==> src/rtl/dio_slot_bank.sv <==
// dio_slot_bank
//   Bank of SLOTS general-purpose I/O slots, DW bits each, sitting behind the
//   SPI-slave register bus. Each slot has output, input, direction, sticky
//   interrupt status, interrupt mask, write-1-to-clear and rise/fall enables.
//   Pad inputs pass through a SYNC_STAGES-deep synchroniser plus a "prev"
//   register for edge detection. Edge detection stays disarmed until the
//   synchroniser has flushed after reset. This keeps pads that are already
//   high at reset from raising interrupts.
//
//   Register map (N = SLOTS, s = slot):
//     OUT s+0N  IN s+1N  DIR s+2N  INT_STAT s+3N
//     INT_MASK s+4N  INT_CLR s+5N  RISE_EN s+6N  FALL_EN s+7N
//
// Ports
//   sys_clk     system clock
//   sys_rst     synchronous active-high reset
//   bus_we      write strobe (one cycle)
//   bus_re      read strobe (one cycle)
//   bus_addr    register address
//   bus_wdata   write data
//   bus_rdata   registered read data, held until the next read
//   bus_rvalid  one-cycle pulse, the cycle after bus_re
//   pad_o       pad output values, slot s at [s*DW +: DW]
//   pad_oe      pad output enables, 1 = drive
//   pad_i       asynchronous pad inputs
//   irq         registered OR over all slots of (INT_STAT & INT_MASK)
module dio_slot_bank #(
    parameter int SLOTS       = 1,
    parameter int DW          = 16,
    parameter int AW          = 7,
    parameter int SYNC_STAGES = 2
) (
    input  logic                sys_clk,
    input  logic                sys_rst,
    input  logic                bus_we,
    input  logic                bus_re,
    input  logic [AW-1:0]       bus_addr,
    input  logic [DW-1:0]       bus_wdata,
    output logic [DW-1:0]       bus_rdata,
    output logic                bus_rvalid,
    output logic [SLOTS*DW-1:0] pad_o,
    output logic [SLOTS*DW-1:0] pad_oe,
    input  logic [SLOTS*DW-1:0] pad_i,
    output logic                irq
);

    localparam int NW = SLOTS * DW;
    localparam int CW = $clog2(SYNC_STAGES + 2);
    localparam logic [CW-1:0] ARM_LOAD = CW'(SYNC_STAGES + 1);

    logic [NW-1:0] out_q, dir_q, stat_q, mask_q, rise_en_q, fall_en_q;
    logic [SYNC_STAGES-1:0][NW-1:0] sync_q;
    logic [NW-1:0] prev_q;
    logic [CW-1:0] arm_cnt_q;
    logic          armed;

    logic [7:0][SLOTS-1:0] sel;
    logic [7:0][NW-1:0]    view;
    logic [NW-1:0] we_out, we_dir, we_mask, we_clr, we_rise, we_fall;
    logic [NW-1:0] wvec, sync_v, rise, fall, set_v, clr_v;
    logic [DW-1:0] rd_data;

    assign wvec   = {SLOTS{bus_wdata}};
    assign sync_v = sync_q[SYNC_STAGES-1];

    // Index k of view is register kind k; INT_CLR reads as zero.
    assign view = {fall_en_q, rise_en_q, {NW{1'b0}}, mask_q,
                   stat_q, dir_q, sync_v, out_q};

    // Address decode: at most one (kind, slot) matches, so read data can be
    // OR-combined. Out-of-range addresses match nothing: writes drop, reads give 0.
    always_comb begin
        sel     = '0;
        we_out  = '0;
        we_dir  = '0;
        we_mask = '0;
        we_clr  = '0;
        we_rise = '0;
        we_fall = '0;
        rd_data = '0;
        for (int k = 0; k < 8; k++) begin
            for (int s = 0; s < SLOTS; s++) begin
                if (bus_addr == AW'(k * SLOTS + s)) begin
                    sel[k][s] = 1'b1;
                end
            end
        end
        for (int s = 0; s < SLOTS; s++) begin
            we_out[s*DW +: DW]  = {DW{bus_we & sel[0][s]}};
            we_dir[s*DW +: DW]  = {DW{bus_we & sel[2][s]}};
            we_mask[s*DW +: DW] = {DW{bus_we & sel[4][s]}};
            we_clr[s*DW +: DW]  = {DW{bus_we & sel[5][s]}};
            we_rise[s*DW +: DW] = {DW{bus_we & sel[6][s]}};
            we_fall[s*DW +: DW] = {DW{bus_we & sel[7][s]}};
        end
        for (int k = 0; k < 8; k++) begin
            for (int s = 0; s < SLOTS; s++) begin
                rd_data = rd_data | (view[k][s*DW +: DW] & {DW{sel[k][s]}});
            end
        end
    end

    // Edges are masked until the arming timer hits terminal count.
    assign armed = (arm_cnt_q == '0);
    assign rise  = sync_v & ~prev_q & {NW{armed}};
    assign fall  = ~sync_v & prev_q & {NW{armed}};
    assign set_v = (rise & rise_en_q) | (fall & fall_en_q);
    assign clr_v = wvec & we_clr;

    always_ff @(posedge sys_clk) begin
        if (sys_rst) begin
            out_q      <= '0;
            dir_q      <= '0;
            stat_q     <= '0;
            mask_q     <= '0;
            rise_en_q  <= '1;
            fall_en_q  <= '0;
            sync_q     <= '0;
            prev_q     <= '0;
            arm_cnt_q  <= ARM_LOAD;
            bus_rdata  <= '0;
            bus_rvalid <= 1'b0;
            irq        <= 1'b0;
        end else begin
            out_q     <= (out_q & ~we_out) | (wvec & we_out);
            dir_q     <= (dir_q & ~we_dir) | (wvec & we_dir);
            mask_q    <= (mask_q & ~we_mask) | (wvec & we_mask);
            rise_en_q <= (rise_en_q & ~we_rise) | (wvec & we_rise);
            fall_en_q <= (fall_en_q & ~we_fall) | (wvec & we_fall);
            // A set in the same cycle as a clear wins.
            stat_q    <= (stat_q & ~clr_v) | set_v;
            sync_q    <= {sync_q[SYNC_STAGES-2:0], pad_i};
            prev_q    <= sync_v;
            if (!armed) begin
                arm_cnt_q <= arm_cnt_q - 1'b1;
            end
            // Read data comes from pre-write state, so a same-cycle write is not visible.
            if (bus_re) begin
                bus_rdata <= rd_data;
            end
            bus_rvalid <= bus_re;
            irq        <= |(stat_q & mask_q);
        end
    end

    assign pad_o  = out_q;
    assign pad_oe = dir_q;

endmodule

==> config.mk <==
export PLATFORM = sky130hd
export DESIGN_NAME = dio_slot_bank
export DESIGN_NICKNAME = d
export VERILOG_FILES = /design/src/rtl/dio_slot_bank.sv
export SDC_FILE = /design/constraint.sdc
export NUM_CORES = 1
export LEC_CHECK = 0
export CORE_ASPECT_RATIO = 0.5
export CORE_MARGIN = 5
export CORE_UTILIZATION = 39
export CTS_BUF_LIST = sky130_fd_sc_hd__clkbuf_4 sky130_fd_sc_hd__clkbuf_8
export DETAILED_ROUTE_END_ITERATION = 7
export PLACE_DENSITY_LB_ADDON = 0.15
export RECOVER_POWER = 50
export SETUP_SLACK_MARGIN = 0.15
export SLEW_MARGIN = 20
export SYNTH_ARGS = -nofsm -noshare
export SYNTH_HDL_FRONTEND = slang
export SYNTH_SLANG_ARGS = --single-unit
==> constraint.sdc <==
create_clock -name sys_clk -period 2 [get_ports sys_clk]
set_input_delay 0.5 -clock sys_clk [delete_from_list [all_inputs] [get_ports sys_clk]]
set_output_delay 0.5 -clock sys_clk [all_outputs]
set_load 0.02 [all_outputs]
Word level (Yosys, flattened, before mapping)
Index checks and enable logic that the tools add are counted.
- output and inout bits: 50
- bits in registers: 164
- add/sub/neg operators: 1
- bitwise gates (word level): 53
- reduce and logical (&&, ||, !) cells: 3
- mux-type cells: 8
- equality and inequality tests: 7
- operator list (operator ; count):
    $and 16x16->16 ; 26
    $or 16x16->16 ; 13
    $not 16->16 ; 8
    $eq 7x3->1 const B ; 4
    $reduce_or 16->1 ; 1
    $eq 7x2->1 const B ; 2
    $mux 1 ; 8
    $eq 7x1->1 const B ; 1
    $logic_not 7->1 ; 1
    $and 1x1->1 ; 6
    $logic_not 2->1 ; 1
    $sub 2x1->2 const B ; 1

Longest topological paths before layout
Gate-level depths: netlist of the first run.
- depth after elaboration: 9
- depth in mapped cells: 7
- gate-level depth less buffers: 4

Worst setup path after synthesis of the first run
Ideal clock, no wire load.
- path type: input to register
- from: in bus_addr[0]
- to: reg with a tool-made name
- library setup time: 132 ps
- data arrival time: 1811 ps
- buffers on the path: 2
- cell stages on the path: 6
- slack: 57 ps
- data required time: 1868 ps
- cells stage by stage: or4_4 -> or3_1 -> buf_6 -> buf_6 -> nand2_1 -> a21oi_1
- RTL lines (element ; line ; RTL):
    start, declared ; 37 ; input logic [AW-1:0] bus_addr,

==> impl_results.md, run 1 <==
* Worst VDD drop at 443 uV
* Largest net degree at the start of global routing at 40
* Core Area at 16400 um2
* CTS tree: built
* Final net count at 874
* Area post-placement at 8050 um2
* Post-route minimum period at 1.84 ns
* Worst-path maximum fanout at 7
* Die Y at 102 um
* Met3 WL at 2310 um
* Routed via count at 5635
* Share of layout cells above drive strength 1 at 0.146
* Synthesized area at 6560 um2
* H-tree depth at 4
* DRC Markers at 0
* Max-cap viol count at 0
* Primary FF master, synth: dfxtp_1
* DRT iter0 DRCs at 511
* Synth Instances at 703
* Total power at 6440 uW
* DR WL/cell at 19.3 um
* Design area at 8560 um2
* Post-synth EDFFs at 0
* Drt pass-1 iters at 5
* Post-route ant nets at 0
* Die ar. at 19700 um2
* FP Rows at 33
* Highest Signal Layer: met4
* Pwr dens at 753 nW/um2
* Max frequency at 543 MHz
* CTS Buf Count at 17
* Die X-Extent at 193 um
* Most frequent cells in the layout: 208 x nand2_1, 164 x dfxtp_1, 64 x a21oi_1
* Distinct cell type count after synthesis at 38
* Startpoint Class: input port
* Detailed-route vias per instance at 5.27
* Ranking of synthesized cells by area: dfxtp_1 50%, nand2_1 12%, mux4_2 5.5%
* Vias in the first global route at 5458
* Clk buf depth at 2
* Clock Sinks at 164
* Post-detail-place hpwl at 14800 um
* # setup viols final at 0
* First-pass GRT wire length at 32100 um
* N_diodes at 0
* Commonest non-fill, non-tap cell in the layout: nand2_1
* Slew @ Worst Pin at 1.19 ns
* GRT overflow at 0
* Worst EP arrival at 2.27 ns
* Final WL at 20700 um
* Max_slew headroom at 0.208
* Worst Path Required at 2.43 ns
* Syn_nets at 747
* Overall Global Routing Usage at 0.213
* Fin crit share at 0.921
* Post-synth top area cell: dfxtp_1
* Initial antenna violation count at 0
* YS warnings at 0
* Routed met1 length at 10200 um
* Clock transition at path regs at 0.10 ns
* Fillcell total at 1552
* Synth Register Bits at 164
* Worst setup path class: in -> reg
* Syn avg cell area at 9.34 um2
* Area grow syn2layout at 30.5%
* Leakage at 0.00332 uW
* Met2 Routed Length at 7940 um
* # IOs at 93
* Synth top area share at 0.500
* Final Max Tran Viols at 0
* Final Hold Viols at 0
* Status: finished, final reports clean
* Setup crit end kind: flop
* Root Buffer: clkbuf_8
* Hold WC Path Type: reg -> reg
* Gpl congestion at 0.862
* Insertion delay to the later sink of the worst-skew pair at 0.47 ns
* Post-synthesis async set-or-reset flop share at 0
* Starting Density at 0.399
* I/O Buffers at 92
* Seq/Total Area, Yosys at 0.500
* Unrepaired setup endpoints after global routing: true
* Post-route clock skew at 0.0164 ns
==> stage by stage <==
stage	hold slack, ns	worst slack (ns)	cells	setup TNS (ns)	util
after global placement	0.427	-0.385	1028	-33.34	0.490
final	0.439	0.158	1069	0	0.521
after detailed placement	0.430	-0.422	1028	-35.57	0.490
after floorplan	0.414	0.0566	703	0	-
after global routing	0.462	0.0835	1069	0	0.521
after CTS	0.444	0.104	1065	0	0.518
==> cell families (layout without fill, tap and decap cells) <==
logic type      Yosys count  after routing  share of synthesized area
compound gates          138            138                      0.137
mux                      49             49                      0.105
buf+inv                  50            189                     0.0379
simple gates            300            300                      0.216
fa+ha+maj                 1              1                    0.00191
xor+xnor                  1              1                    0.00133
flops                   164            164                      0.500
==> synthesized netlist by cell type (2+ instances only) <==
library cell,n
a32o_1,17
buf_6,4
dfxtp_1,164
o21ai_0,17
mux2i_1,32
o2bb2ai_1,15
nor2_1,3
nand2_1,208
mux4_2,16
nor4_1,2
and3_1,4
nand3_1,2
a22oi_1,17
a21oi_1,64
inv_1,3
clkbuf_1,26
nand3b_1,17
a221oi_1,3
a31oi_1,2
a22o_1,3
nor2b_1,50
buf_4,5
buf_2,10
or3b_2,2
nor3_4,3
or3_1,2
==> cell type report <==
type	instances	area (um2)	area share
Tap cell	227	284	0.0332
Clock buffer	17	234	0.0273
Multi-Input combinational cell	489	3080	0.360
Inverter	4	15.0	0.00175
Sequential cell	164	3280	0.383
Clock inverter	14	191	0.0224
Timing Repair Buffer	154	1470	0.172
==> worst paths after layout <==
check                           slack [ns]           from             to  cells past startpoint
worst max-delay path                  0.16         bus_re   bus_rdata[3]                      7
worst min-delay path                  0.44  bus_rdata[10]  bus_rdata[10]                      2
worst max register to register        0.53           flop   bus_rdata[3]                      4
worst min register to register        0.44  bus_rdata[10]  bus_rdata[10]                      2
==> routing by layer <==
metal,global-route usage,up-vias
met5,0,-
met4,0.0522,0
met3,0.0771,18
met2,0.284,262
met1,0.323,2664
li1,-,2691
==> power by group <==
part / internal (uW) / total, uW / switching (uW)
sequential: 3320 / 3360 / 38.1
combinational: 232 / 479 / 247
clock: 1270 / 2600 / 1340
==> what timing repair did <==
| item | in CTS | in global routing |
|---|---|---|
| pin swaps | 3 | 1 |
| cloned | 2 | 1 |
| hold buffers | 0 | 0 |
| buffers inserted | 4 | 3 |
| endpoints found under the hold margin | 0 | 0 |
| resized for setup | 61 | 11 |
| setup endpoints to repair | 120 | 62 |
==> critical path, cell delays in order <==
cell	delay [ns]
dlygate4sd3_1	0.57
or3b_2	0.50
nor2_1	0.12
buf_4	0.19
a22oi_1	0.16
buf_4	0.18
nand2_1	0.05
Note: power is estimated with default switching activity, not from simulation.
==> run 2, diff against run 1 <==
CAP_MARGIN = 20   (was default)
TNS_END_PERCENT = 30   (was default)
==> run 2 against run 1 <==
Final cell count up 0.19%. Critical path depth up 1. First-iteration DRC count is 9.0% higher.
==> impl_results.md, run 2 (synthesized netlist as in run 1, its figures left out) <==
* Core Area at 16400 um2 (unchanged)
* Total power at 6100 uW (was 6440 uW)
* Commonest non-fill, non-tap cell in the layout: nand2_1 (unchanged)
* Share of layout cells above drive strength 1 at 0.141 (was 0.146)
* Fin crit share at 0.954 (was 0.921)
* Root Buffer: clkbuf_8 (unchanged)
* Worst Path Required at 2.35 ns (was 2.43 ns)
* Post-route minimum period at 1.91 ns (was 1.84 ns)
* Clock power share at 0.369 (was 0.404)
* CTS Buf Count at 17 (unchanged)
* Max-cap viol count at 0 (unchanged)
* N_diodes at 0 (unchanged)
* Clk buf depth at 2 (unchanged)
* FP Rows at 33 (unchanged)
* H-tree depth at 4 (unchanged)
* Worst VDD drop at 391 uV (was 443 uV)
* Worst setup path class: in -> reg (unchanged)
* Max frequency at 524 MHz (was 543 MHz)
* Worst EP arrival at 2.26 ns (was 2.27 ns)
* Worst Slack Setup Final at 0.0928 ns (was 0.158 ns)
* Hold buffers post-CTS at 0 (unchanged)
* Final Hold Viols at 0 (unchanged)
* Final WL at 20800 um (was 20700 um)
* Slew @ Worst Pin at 1.22 ns (was 1.19 ns)
* Largest net degree at the start of global routing at 56 (was 40)
* Unrepaired setup endpoints after global routing: true (unchanged)
* Max_slew headroom at 0.187 (was 0.208)
* Detailed-route vias per instance at 5.29 (was 5.27)
* First-pass GRT wire length at 32100 um (about the same)
* DRT iter0 DRCs at 557 (was 511)
* Flop pwr share at 0.551 (was 0.521)
* Overall Global Routing Usage at 0.212 (was 0.213)
* Most frequent cells in the layout: 208 x nand2_1, 164 x dfxtp_1, 64 x a21oi_1 (unchanged)
* Starting Density at 0.399 (unchanged)
* Pre-CTS setup slack at -0.414 ns (was -0.422 ns)
* Switching share of total power at 0.267 (was 0.252)
* Clock transition at path regs at 0.09 ns (was 0.10 ns)
* Area grow syn2layout at 28.5% (was 30.5%)
* Final Max Tran Viols at 0 (unchanged)
* Leakage at 0.00319 uW (was 0.00332 uW)
* Drt pass-1 iters at 5 (unchanged)
* Die X-Extent at 193 um (unchanged)
* Status: finished, final reports clean (unchanged)
* Pwr dens at 723 nW/um2 (was 753 nW/um2)
* # IOs at 93 (unchanged)
* DRC Markers at 0 (unchanged)
* Hold WC Path Type: reg -> reg (unchanged)
* Vias in the first global route at 5256 (was 5458)
* Final net count at 875 (was 874)
* Initial antenna violation count at 1 (was 0)
* Sw power at 1630 uW (was 1620 uW)
* Cell-internal power at 4470 uW (was 4820 uW)
* Clock Sinks at 164 (unchanged)
* DR WL/cell at 19.4 um (was 19.3 um)
* Core Util, Final at 0.513 (was 0.521)
* Post-route clock skew at 0.0204 ns (was 0.0164 ns)
* Gpl congestion at 0.838 (was 0.862)
* Routed via count at 5664 (was 5635)
* Comb power frac at 0.080 (was 0.074)
* Die ar. at 19700 um2 (unchanged)
* Setup crit end kind: flop (unchanged)
* Fillcell total at 1563 (was 1552)
* CTS tree: built (unchanged)
* I/O Buffers at 92 (unchanged)
* Insertion delay to the later sink of the worst-skew pair at 0.45 ns (was 0.47 ns)
* # setup viols final at 0 (unchanged)
* Die Y at 102 um (unchanged)
* Startpoint Class: input port (unchanged)
* Post-route ant nets at 0 (unchanged)
* Worst-path maximum fanout at 16 (was 7)
* GRT overflow at 0 (unchanged)
* Post-detail-place hpwl at 14600 um (was 14800 um)
[run 2: power groups by stage]
stage	clock network [uW]	logic (uW)	registers, uW
final	2250	487	3360
after global routing	2450	523	3370
after CTS	2310	488	3360
after detailed placement	0	476	3440
after global placement	0	473	3430
after floorplan	0	227	3420
[run 2: what timing repair did]
item | in CTS | in global routing
gates cloned | 2 | 0
buffers inserted | 7 | 1
endpoints found under the setup margin | 129 | 108
gates resized for setup | 41 | 21
pin swaps | 6 | 4
[run 2: area by class of cell]
class                           instances  area [um2]  share of cell area
Tap cell                              227         284              0.0337
Clock buffer                           18         241              0.0286
Inverter                                4        15.0             0.00178
Clock inverter                         14         120              0.0142
Multi-Input combinational cell        489        3040               0.361
Sequential cell                       164        3280               0.389
Timing Repair Buffer                  155        1440               0.171
[run 2: worst paths after layout]
path | start | end | slack, ns | cells past startpoint
setup reg to reg | flop | bus_rdata[4] | 0.62 | 3
hold reg to reg | bus_rdata[0] | bus_rdata[0] | 0.44 | 2
setup / recovery | bus_we | flop | 0.09 | 8
hold / removal | bus_rdata[0] | bus_rdata[0] | 0.44 | 2
[run 2: metrics by stage]
stage               hold slack, ns  cell area, um2  cells  setup TNS, ns
floorplan                    0.414            6560    703              0
global placement             0.425            8060   1029         -34.80
detailed placement           0.424            8060   1029         -36.65
CTS                          0.442            8500   1070              0
global route                 0.452            8430   1071              0
finish                       0.440            8430   1071              0
[run 2: worst max-delay path: stages]
cell	delay, ns
clkdlybuf4s50_1	0.48
buf_4	0.12
and3b_1	0.19
buf_4	0.12
and3_1	0.14
buf_2	0.41
nand2_1	0.11
a21oi_1	0.17
[run 2: metal layers]
| metal | share of wire | up-vias | global-route usage |
|---|---|---|---|
| li1 | - | 2689 | - |
| met1 | 0.50 | 2665 | 0.333 |
| met2 | 0.38 | 290 | 0.279 |
| met3 | 0.11 | 20 | 0.0582 |
| met4 | 0.0097 | 0 | 0.0549 |
| met5 | 0 | - | 0 |
==> run 3, diff against run 2 <==
SKIP_CTS_REPAIR_TIMING = 1   (was default)
==> run 3 against run 2 <==
Register-to-register slack barely moved. Total power fell by 0.14%. Sequential power barely moved. Count of clock-buffer cells in the layout did not move. Hold slack got worse by 0.0017 ns. Die area did not move. Wire length rose by 0.54%. First-iteration DRC count fell by 12%. Cell area fell by 0.98%. Via count fell by 0.71%. Highest routed layer unchanged. Flip-flop and latch count did not move. Largest cell class unchanged.
==> impl_results.md, run 3 (synthesized netlist as in run 1, its figures left out) <==
* # IOs at 93 (unchanged)
* Drt pass-1 iters at 6 (was 5)
* Fin crit share at 0.973 (was 0.954)
* Worst Slack Setup Final at 0.0549 ns (was 0.0928 ns)
* Highest-delay cell along the critical path: clkdlybuf4s50_1 (unchanged)
* Core Area at 16400 um2 (unchanged)
* Clk buf depth at 2 (unchanged)
* Startpoint Class: flop (was input port)
* Max_slew headroom at 0.172 (was 0.187)
* H-tree depth at 4 (unchanged)
* Post-route minimum period at 1.95 ns (was 1.91 ns)
* GRT overflow at 0 (unchanged)
* Routed via count at 5624 (was 5664)
* Hold_ws at 0.438 ns (was 0.440 ns)
* Pre-CTS setup slack at -0.414 ns (unchanged)
* Total power at 6090 uW (was 6100 uW)
* Final Hold Viols at 0 (unchanged)
* Slew @ Worst Pin at 1.24 ns (was 1.22 ns)
* DR WL/cell at 19.6 um (was 19.4 um)
* Pwr dens at 729 nW/um2 (was 723 nW/um2)
* Unrepaired setup endpoints after global routing: true (unchanged)
* Vias in the first global route at 5174 (was 5256)
* CTS tree: built (unchanged)
* Largest net degree at the start of global routing at 56 (unchanged)
* Post-detail-place hpwl at 14600 um (unchanged)
* Worst-path cell chain: clkdlybuf4s50_1 (was clkdlybuf4s50_1, buf_4, and3b_1, buf_4, and3_1, buf_2, nand2_1, a21oi_1)
* Clock transition at path regs at 0.09 ns (about the same)
* Commonest non-fill, non-tap cell in the layout: nand2_1 (unchanged)
* Area grow syn2layout at 27.2% (was 28.5%)
* Final Max Tran Viols at 0 (unchanged)
* First-pass GRT wire length at 31500 um (was 32100 um)
* Worst VDD drop at 395 uV (was 391 uV)
* Detailed-route vias per instance at 5.27 (was 5.29)
* Post-route ant nets at 0 (unchanged)
* Die ar. at 19700 um2 (unchanged)
* Hold WC Path Type: reg -> reg (unchanged)
* DRT iter0 DRCs at 488 (was 557)
* Initial antenna violation count at 1 (unchanged)
* # setup viols final at 0 (unchanged)
* Kind of cell adding the most delay to the critical path: buffers and inverters (unchanged)
* Overall Global Routing Usage at 0.206 (was 0.212)
* Die Y at 102 um (unchanged)
* Gpl congestion at 0.838 (unchanged)
* Root Buffer: clkbuf_8 (unchanged)
* Die X-Extent at 193 um (unchanged)
* Max frequency at 514 MHz (was 524 MHz)
* Most frequent cells in the layout: 208 x nand2_1, 164 x dfxtp_1, 63 x a21oi_1 (was 208 x nand2_1, 164 x dfxtp_1, 64 x a21oi_1)
* Max-cap viol count at 0 (unchanged)
* Starting Density at 0.399 (unchanged)
* Share of layout cells above drive strength 1 at 0.137 (was 0.141)
* Clock Sinks at 164 (unchanged)
* Insertion delay to the later sink of the worst-skew pair at 0.45 ns (about the same)
* N_diodes at 0 (unchanged)
* CP Buf/Inv Count at 1 (was 4)
* Worst Path Required at 1.50 ns (was 2.35 ns)
* Status: finished, final reports clean (unchanged)
* CTS Buf Count at 17 (unchanged)
* Final net count at 871 (was 875)
* Setup crit end kind: output port (was flop)
* Post-route clock skew at 0.0185 ns (was 0.0204 ns)
* Worst-path maximum fanout at 3 (was 16)
* FP Rows at 33 (unchanged)
* I/O Buffers at 92 (unchanged)
* Leakage at 0.00300 uW (was 0.00319 uW)
* Final WL at 20900 um (was 20800 um)
* DRC Markers at 0 (unchanged)
* TNS Setup at 0 ns (unchanged)
* Worst path max stage delay at 0.63 ns (was 0.48 ns)
* Worst setup path class: reg -> out (was in -> reg)
* Worst EP arrival at 1.45 ns (was 2.26 ns)
[run 3: worst paths after layout]
check,startpoint,to,slack [ns],depth (start not counted)
min reg2reg,bus_rdata[0],bus_rdata[0],0.44,2
max reg2reg,flop,bus_rdata[0],0.62,4
max,flop,pad_oe[3],0.05,1
min,bus_rdata[0],bus_rdata[0],0.44,2
[run 3: power breakdown]
| group | total (uW) | leakage, uW | switching (uW) | internal [uW] |
|---|---|---|---|---|
| Sequential | 3360 | 0.00133 | 37.9 | 3320 |
| Combinational | 490 | 0.00149 | 251 | 240 |
| Clock | 2240 | 0.000171 | 1330 | 909 |
| Total | 6090 | 0.00300 | 1620 | 4470 |
[run 3: layer usage]
metal / vias up / part of all wire / track usage
li1: 2679 / - / -
met3: 23 / 0.10 / 0.0568
met4: 0 / 0.0099 / 0.0533
met5: - / 0 / 0
met1: 2640 / 0.50 / 0.326
met2: 282 / 0.38 / 0.271
[run 3: final cells by class]
cell class,count,area [um2]
Clock buffer,18,241
Tap cell,227,284
Timing Repair Buffer,151,1350
Multi-Input combinational cell,489,3060
Sequential cell,164,3280
Inverter,4,15.0
Clock inverter,14,120
Fill cell,1580,8090
[run 3: through the flow]
step / util / area, um2 / cells
finish: 0.508 / 8350 / 1067
global route: 0.508 / 8350 / 1067
CTS: 0.513 / 8420 / 1061
detailed placement: 0.491 / 8060 / 1029
global placement: 0.491 / 8060 / 1029
floorplan: - / 6560 / 703
==> variant, RTL diff (flow settings as in run 1) <==
Reset style: asynchronous (`sys_rst`), changed in one clocked block. Comments in the files are not updated.
--- a/src/rtl/dio_slot_bank.sv
+++ b/src/rtl/dio_slot_bank.sv
@@ -107,7 +107,7 @@
     assign set_v = (rise & rise_en_q) | (fall & fall_en_q);
     assign clr_v = wvec & we_clr;
 
-    always_ff @(posedge sys_clk) begin
+    always_ff @(posedge sys_clk or posedge sys_rst) begin
         if (sys_rst) begin
             out_q      <= '0;
             dir_q      <= '0;
Function: differs if sys_rst is asserted again (counterexample within 4 cycles, from zero or initial values and one cycle with sys_rst high); with sys_rst held inactive, the same outputs for 4 cycles.
==> variant against run 1 <==
Critical path depth fell by 1. Sequential cell count did not move. Wire length fell by 12%. Sequential share of layout area rose by 7.0 points. Final cell count fell by 15%. Maximum frequency fell by 1.2%. Largest cell class unchanged. Design area rose by 6.4%. Setup slack got worse by 23 ps. Synthesized area rose by 5.6%.
Power is not compared: it rests on default switching activity, and its combinational part moved more than twofold at a synthesized area within 25%.
==> variant: results (changes against run 1) <==
fillerInstances: 1565  # was 1552
arrival_ps: 2210  # was 2270 ps
dr_total_vias: 4791  # was 5635
grt_first_pass_wirelength_um: 29450  # was 32130 µm
grt_usage: 0.1843  # was 0.2131
timing.rr.end: "stat_q[10]"  # was bus_rdata[3]
syn_nets: 556  # was 747
regToRegSetupSlack_ps: 430  # was 530 ps
worstPathMaxFanout: 8  # was 7
cts_made_buffers: 17  # unchanged
dp_slack_ps: -619.6  # was -421.6 ps
drt_iter0_markers: 276  # was 511
hp-class: "flip-flop to flip-flop"  # unchanged
min_period_over_period: 0.9326  # was 0.9211
tightest_slew_ps: 954.1  # was 1188 ps
wl_um: 18190  # was 20650 µm
hpwl_um: 12950  # was 14780 µm
layout-drive-gt1-share: 0.3090  # was 0.1461
ys_async_sr_fraction: 1.000  # was 0
grt_pass1_vias: 5114  # was 5458
synth_cell_types: 41  # was 38
yosysWarnings: 0  # unchanged
power_leakage_nw: 4.168
synth_common_cells: "dfrtp_1 (146), mux2_2 (71), nand2_1 (52)"  # was nand2_1 (208), dfxtp_1 (164), a21oi_1 (64)
firstDrtPassIters: 4  # was 5
nNetsFinal: 701  # was 874
clk_latency_ps: 470  # about the same
setup.worst_path.start: "bus_addr[5]"  # was bus_re
r2r_cells: 3  # was 4
gp_congestion: 0.8000  # was 0.8624
run_status: "complete, no violations"  # unchanged
seq_area_frac_synth: 0.5953  # was 0.5003
yosys-top-cells-area: "dfrtp_1 (53%), mux2_2 (12%), dfstp_2 (6.8%)"  # was dfxtp_1 (50%), nand2_1 (12%), mux4_2 (5.5%)
finClkSkew_ps: 16.99  # was 16.38 ps
variant: worst min-delay path by stage:
stage / endpoint / from / slack [ps] / cells past startpoint
global placement: sync_v[7] / sync_q[7] / 330 / 0
global route: sync_v[6] / sync_q[6] / 360 / 0
detailed placement: sync_v[5] / sync_q[5] / 330 / 0
CTS: sync_v[0] / sync_q[0] / 350 / 0
finish: sync_v[9] / sync_q[9] / 350 / 0
floorplan: sync_v[0] / sync_q[0] / 330 / 0
variant: what timing repair did:
action	CTS	global route
gates cloned	0	0
setup buffers	0	2
setup endpoints to repair	155	28
pin swaps	5	3
gates resized for setup	66	2
variant: through the flow:
stage / hold WS [ps] / instances / util / cell area, µm²
after floorplan: 331.2 / 512 / - / 7187
after global placement: 331.7 / 870 / 0.5051 / 8788
after detailed placement: 334.7 / 870 / 0.5051 / 8788
after CTS: 354.1 / 902 / 0.5245 / 9126
after global routing: 360.8 / 904 / 0.5236 / 9110
final: 348.3 / 904 / 0.5236 / 9110
variant: worst max-delay path, cell delays in order:
cell             delay, ps
clkdlybuf4s15_1        180
or4_4                  620
buf_4                  190
nor3_4                 220
buf_12                 190
mux2_4                 300
variant: cell families (layout without fill, tap and decap cells):
logic type / count (synthesis) / in the layout / share of synthesized area
flip-flops: 164 / 164 / 0.5953
buffers and inverters: 31 / 189 / 0.02328
AO/OA/AOI/OAI: 88 / 88 / 0.09495
multiplexers: 119 / 119 / 0.1955
adder cells (fa/ha/maj): 1 / 1 / 0.001805
XOR/XNOR: 1 / 1 / 0.001264
AND/OR/NAND/NOR: 108 / 108 / 0.08791
variant: power by group through the flow:
stage          logic, mW  clock network [mW]  registers (mW)
3_3_place_gp        1.16                   0            4.05
6_report            1.08                2.42            3.99
3_5_place_dp        1.18                   0            4.05
2_1_floorplan      0.590                   0            4.04
5_1_grt             1.18                2.63            4.04
4_1_cts             1.11                2.49            3.99
variant: cell type report:
class | instances | area (µm²) | share of cell area
clock inverters | 14 | 140.1 | 0.01538
well taps | 234 | 292.8 | 0.03214
repair buffers | 151 | 1390 | 0.1526
inverters | 6 | 23.77 | 0.002610
multi-input cells | 317 | 2889 | 0.3171
flip-flops and latches | 164 | 4126 | 0.4530
clock buffers | 18 | 247.7 | 0.02719
variant: metal layers:
layer | up-vias | global-route usage | wire, µm
met4 | 0 | 0.04732 | 154
met1 | 2498 | 0.2758 | 9200
met3 | 16 | 0.04239 | 845
met2 | 94 | 0.2702 | 7990
met5 | - | 0 | 0
li1 | 2183 | - | -
